File: config.mk
export PLATFORM = sky130hd
export DESIGN_NAME = mcif_write_eg_bresp
export DESIGN_NICKNAME = d
export VERILOG_FILES = /design/src/rtl/mcif_write_eg_bresp.sv
export SDC_FILE = /design/constraint.sdc
export NUM_CORES = 1
export LEC_CHECK = 0
export ABC_AREA = 1
export CAP_MARGIN = 20
export CELL_PAD_IN_SITES_DETAIL_PLACEMENT = 0
export CELL_PAD_IN_SITES_GLOBAL_PLACEMENT = 2
export CORE_MARGIN = 5
export CORE_UTILIZATION = 22
export CTS_BUF_LIST = sky130_fd_sc_hd__clkbuf_4 sky130_fd_sc_hd__clkbuf_8 sky130_fd_sc_hd__clkbuf_16
export CTS_CLUSTER_SIZE = 28
export DETAILED_ROUTE_END_ITERATION = 10
export GPL_ROUTABILITY_DRIVEN = 0
export PLACE_DENSITY = 0.83
export SLEW_MARGIN = 20
export SYNTH_ARGS = -nofsm -noshare
export SYNTH_HDL_FRONTEND = slang
export SYNTH_SLANG_ARGS = --single-unit
File: constraint.sdc
create_clock -name nvdla_core_clk -period 1.9 [get_ports nvdla_core_clk]
set_input_delay 0.19 -clock nvdla_core_clk [delete_from_list [all_inputs] [get_ports nvdla_core_clk]]
set_output_delay 0.19 -clock nvdla_core_clk [all_outputs]
set_load 0.03 [all_outputs]
File: src/rtl/mcif_write_eg_bresp.sv
// MCIF write egress response stage.
// Takes AXI B responses from the NoC, pops the matching per-thread context
// queue entry written by ingress, hands the burst length back to ingress as a
// credit release and pulses write-complete to the owning client when the
// original request asked for an acknowledge.
module mcif_write_eg_bresp (
   input  logic       nvdla_core_clk,
   input  logic       nvdla_core_rst,
   input  logic       noc2mcif_axi_b_bvalid,
   output logic       noc2mcif_axi_b_bready,
   input  logic [7:0] noc2mcif_axi_b_bid,
   input  logic       cq_rd1_pvld,
   output logic       cq_rd1_prdy,
   input  logic [2:0] cq_rd1_pd,
   input  logic       cq_rd2_pvld,
   output logic       cq_rd2_prdy,
   input  logic [2:0] cq_rd2_pd,
   input  logic       cq_rd3_pvld,
   output logic       cq_rd3_prdy,
   input  logic [2:0] cq_rd3_pd,
   output logic       eg2ig_axi_vld,
   output logic [1:0] eg2ig_axi_len,
   output logic       mcif2sdp_wr_rsp_complete,
   output logic       mcif2pdp_wr_rsp_complete,
   output logic       mcif2cdp_wr_rsp_complete,
   output logic       mcif_wr_eg_bad_bid
);

   // Thread IDs carried in bid[3:0]; every other value is illegal.
   localparam logic [3:0] THREAD_SDP = 4'd1;
   localparam logic [3:0] THREAD_PDP = 4'd2;
   localparam logic [3:0] THREAD_CDP = 4'd3;

   // B skid register
   logic       bVld_q;
   logic       bVld_d;
   logic [3:0] bId_q;
   logic [3:0] bId_d;

   // Registered outputs
   logic       egVld_q;
   logic       egVld_d;
   logic [1:0] egLen_q;
   logic [1:0] egLen_d;
   logic       sdpDone_q;
   logic       sdpDone_d;
   logic       pdpDone_q;
   logic       pdpDone_d;
   logic       cdpDone_q;
   logic       cdpDone_d;
   logic       badBid_q;
   logic       badBid_d;

   // Decoded view of the held response
   logic       selLegal;
   logic       selPvld;
   logic [2:0] selPd;
   logic       selRequireAck;
   logic [1:0] selLen;
   logic       pop;
   logic       bad;
   logic       bReady;
   logic       bAccept;

   // Route the context queue head of the thread named by the held ID.
   always_comb begin
      selLegal = 1'b0;
      selPvld  = 1'b0;
      selPd    = 3'b000;
      case (bId_q)
         THREAD_SDP: begin
            selLegal = 1'b1;
            selPvld  = cq_rd1_pvld;
            selPd    = cq_rd1_pd;
         end
         THREAD_PDP: begin
            selLegal = 1'b1;
            selPvld  = cq_rd2_pvld;
            selPd    = cq_rd2_pd;
         end
         THREAD_CDP: begin
            selLegal = 1'b1;
            selPvld  = cq_rd3_pvld;
            selPd    = cq_rd3_pd;
         end
         default: begin
            selLegal = 1'b0;
            selPvld  = 1'b0;
            selPd    = 3'b000;
         end
      endcase
   end

   assign selRequireAck = selPd[2];
   assign selLen        = selPd[1:0];

   // A legal held response retires once its queue head is present; an
   // illegal one is dropped immediately so it cannot wedge the B channel.
   assign pop = bVld_q && selLegal && selPvld;
   assign bad = bVld_q && !selLegal;

   // Ready stays low through reset so nothing is accepted into a register
   // that is being cleared; otherwise the skid slot is free or freeing.
   assign bReady  = !nvdla_core_rst && (!bVld_q || pop || bad);
   assign bAccept = noc2mcif_axi_b_bvalid && bReady;

   assign noc2mcif_axi_b_bready = bReady;

   // Pop strobes follow the held ID even while stalled on an empty queue.
   assign cq_rd1_prdy = bVld_q && (bId_q == THREAD_SDP);
   assign cq_rd2_prdy = bVld_q && (bId_q == THREAD_PDP);
   assign cq_rd3_prdy = bVld_q && (bId_q == THREAD_CDP);

   // Next state of the skid register: a new accept wins over retirement.
   always_comb begin
      bVld_d = bVld_q;
      bId_d  = bId_q;
      if (bAccept) begin
         bVld_d = 1'b1;
         bId_d  = noc2mcif_axi_b_bid[3:0];
      end else if (pop || bad) begin
         bVld_d = 1'b0;
      end
   end

   // Next state of the output pulses, recomputed every cycle so each lasts one cycle.
   always_comb begin
      egVld_d   = pop;
      egLen_d   = pop ? selLen : 2'b00;
      sdpDone_d = pop && selRequireAck && (bId_q == THREAD_SDP);
      pdpDone_d = pop && selRequireAck && (bId_q == THREAD_PDP);
      cdpDone_d = pop && selRequireAck && (bId_q == THREAD_CDP);
      badBid_d  = badBid_q || bad;
   end

   // Hold the accepted B response until its queue entry has been popped.
   always_ff @(posedge nvdla_core_clk or posedge nvdla_core_rst) begin
      if (nvdla_core_rst) begin
         bVld_q <= 1'b0;
         bId_q  <= 4'd0;
      end else begin
         bVld_q <= bVld_d;
         bId_q  <= bId_d;
      end
   end

   // Register credit release and client completes so no queue input reaches them combinationally.
   always_ff @(posedge nvdla_core_clk or posedge nvdla_core_rst) begin
      if (nvdla_core_rst) begin
         egVld_q   <= 1'b0;
         egLen_q   <= 2'b00;
         sdpDone_q <= 1'b0;
         pdpDone_q <= 1'b0;
         cdpDone_q <= 1'b0;
      end else begin
         egVld_q   <= egVld_d;
         egLen_q   <= egLen_d;
         sdpDone_q <= sdpDone_d;
         pdpDone_q <= pdpDone_d;
         cdpDone_q <= cdpDone_d;
      end
   end

   // Sticky record that the NoC returned an ID no client owns; only reset clears it.
   always_ff @(posedge nvdla_core_clk or posedge nvdla_core_rst) begin
      if (nvdla_core_rst) begin
         badBid_q <= 1'b0;
      end else begin
         badBid_q <= badBid_d;
      end
   end

   assign eg2ig_axi_vld            = egVld_q;
   assign eg2ig_axi_len            = egLen_q;
   assign mcif2sdp_wr_rsp_complete = sdpDone_q;
   assign mcif2pdp_wr_rsp_complete = pdpDone_q;
   assign mcif2cdp_wr_rsp_complete = cdpDone_q;
   assign mcif_wr_eg_bad_bid       = badBid_q;

endmodule
==> results.md <==
* Buffers on Ports at 29
* Fin. max-slew vios at 0
* Setup Skew at 0.3998 ps
* Switch Pwr at 0.2225 mW
* Final hold viol count at 0
* Setup violations, final at 0
* Routed length per instance at 11.81 um
* # hold bufs at CTS at 0
* Clock Tree Buf Depth at 2
* Distinct cells, synth at 13
* CTS Buf Count at 3
* Area Overhead vs Synth at 58.54%
* Yosys top cell area share at 0.4607
* CTS clk-pin slew, worst paths at 80 ps
* Fmax at 561.3 MHz
* Row cnt at 19
* Arr. time, crit path at 1590 ps
* Post-CTS setup repair buffer count at 0
* Setup crit start kind: flop
* Slew HR at 0.7889
* CTS sink count at 12
* # IOs at 34
* Post-route antenna net violation count at 0
* Register area at 301.5 sq um
* Antenna cells at 0
* Fill cell count at 309
* Worst Hold Class: input port to asynchronous set/reset pin
* Layout cells sized above 1 at 0.2883
* Period utilization at 0.9376
* GRT Total Usage at 0.09078
* RSZ-0062 raised after global routing: false
* Worst Setup Path Type: flop to output pin
* Starting Density at 0.2324
* Width of the die at 64.44 um
* Slew @ Worst Pin at 315.6 ps
* Synthesis Warnings at 0
* Comb power frac at 0.285
* Syn Nets at 98
* CTS tree: built
* Vias per cell at 4.218
* Finished Cell Area at 1033 sq um
* Net Sw Frac at 0.3181
* Number of synthesized register bits at 12
* H-tree depth at 1
* # resized after CTS at 0
* Tmin final at 1781 ps
* Gate Count Post-Synth at 75
* Lkg Pwr at 0.4662 nW
* Clock root buffer master: clkbuf_4
* Commonest non-fill, non-tap cell in the layout: clkdlybuf4s50_1
* Syn_area_per_cell at 8.692 sq um
* Setup TNS Final at 0 ps
* CP Max Fanout at 5
* Die Ht at 64.44 um
* Sequential Power Share at 0.423
* Clk network pwr share at 0.292
* Status: finished, final reports clean
* 1st-iter DRT viols at 16
* Area contributors post-synth: dfrtp_1, nand2_1, nand3_2
* Post-synthesis sequential area ratio at 0.4607
* Number of max-capacitance violations reported at 0
* Hpwl dp at 1414 um
* Endpoint class of the critical path: output pin
* Core area at 2805 sq um
* Maximum number of pins on one net before global-route repair at 13
* Clock Latency Late Sink at 270 ps
* Yosys top cell by area: dfrtp_1
* Area of the mapped netlist at 651.9 sq um
* P per Cell Area at 676.8 nW/um^2
* Initial antenna violation count at 0
* Most frequent cells in the layout: clkdlybuf4s50_1, nand2_1, dfrtp_1
* Max VDD drop at 271.8 uV
* First drt pass iteration count at 4
* Req. time, crit path at 1710 ps
* Routed wire length at 1677 um
* First-pass GRT wire length at 2960 um
* Die footprint at 4152 sq um
* Fin nets at 135
* Via count at 599
* Multi-input logic area at 312.8 sq um
* Pint at 0.4770 mW
* Cell Area, Placed at 993.5 sq um
* GRT Residual Overflow at 0
* Number of global-route vias before repair at 667
* Drc violations at 0
==> worst paths after layout <==
path | cells after the start | slack [ps] | start | end
worst max-delay path | 6 | 120 | bId_q[2] | noc2mcif_axi_b_bready
worst min-delay path | 3 | 450 | nvdla_core_rst | eg2ig_axi_len[1]
worst max register to register | 8 | 570 | bId_q[2] | mcif2cdp_wr_rsp_complete
worst min register to register | 2 | 480 | mcif_wr_eg_bad_bid | mcif_wr_eg_bad_bid
max in group asynchronous | 3 | 1280 | nvdla_core_rst | bId_q[1]
min in group nvdla_core_clk | 3 | 470 | noc2mcif_axi_b_bid[0] | bId_q[0]
==> critical path: stages (launching register included) <==
cell and delay, ps:
dfrtp_1 410, nor2_4 210, nand3_2 150, nand3_2 100, nand2_2 80, a31oi_1 170, buf_4 190
==> kinds of logic (layout without fill, tap and decap cells) <==
| logic type | after synthesis | after routing | synth area share |
|---|---|---|---|
| AO/OA/AOI/OAI | 3 | 3 | 0.02879 |
| AND/OR/NAND/NOR | 49 | 49 | 0.4472 |
| buffers and inverters | 11 | 47 | 0.06334 |
| flip-flops | 12 | 12 | 0.4607 |
==> area by class of cell <==
class | instances | area share
timing repair buffer | 32 | 0.2930
tap | 31 | 0.03753
clock buffer | 4 | 0.03511
multi-input combinational | 52 | 0.3027
sequential | 12 | 0.2918
inverter | 11 | 0.03995
==> synthesized netlist by cell type (all sizes together) <==
cell    n
a31oi   3
dfrtp  12
inv    11
nand2  25
nand3   6
nand4   5
nor2   11
nor3    2
==> registers in the layout, summed over array words and instances (netlist names) <==
signal and count:
bId_q 4, bVld_q 1, eg2ig_axi_len 2, eg2ig_axi_vld 1, mcif2cdp_wr_rsp_complete 1, mcif2pdp_wr_rsp_complete 1, mcif2sdp_wr_rsp_complete 1, mcif_wr_eg_bad_bid 1
==> power by group through the flow <==
stage	clock network [mW]	registers, mW	logic, mW
6_report	0.205	0.296	0.199
5_1_grt	0.224	0.300	0.224
4_1_cts	0.215	0.296	0.201
3_5_place_dp	0	0.301	0.201
3_3_place_gp	0	0.299	0.199
2_1_floorplan	0	0.297	0.121
==> layer usage <==
metal  GRT usage  routed length [um]
met1      0.1149                 698
met2      0.1534                 857
met3     0.02418                 121
met4     0.02375                   0
met5           0                   0
==> stage by stage <==
| step | power [mW] | std cells | util | setup slack (ps) | hold slack [ps] |
|---|---|---|---|---|---|
| 2_1_floorplan | 0.4181 | 75 | - | 328.5 | 117.9 |
| 3_3_place_gp | 0.4977 | 138 | 0.3541 | 406.0 | 445.2 |
| 3_5_place_dp | 0.5013 | 138 | 0.3541 | 388.9 | 457.0 |
| 4_1_cts | 0.7121 | 142 | 0.3671 | 104.7 | 449.2 |
| 5_1_grt | 0.7482 | 142 | 0.3684 | 13.86 | 491.8 |
| 6_report | 0.6995 | 142 | 0.3684 | 118.5 | 450.0 |
Note: power is estimated with default switching activity, not from simulation.
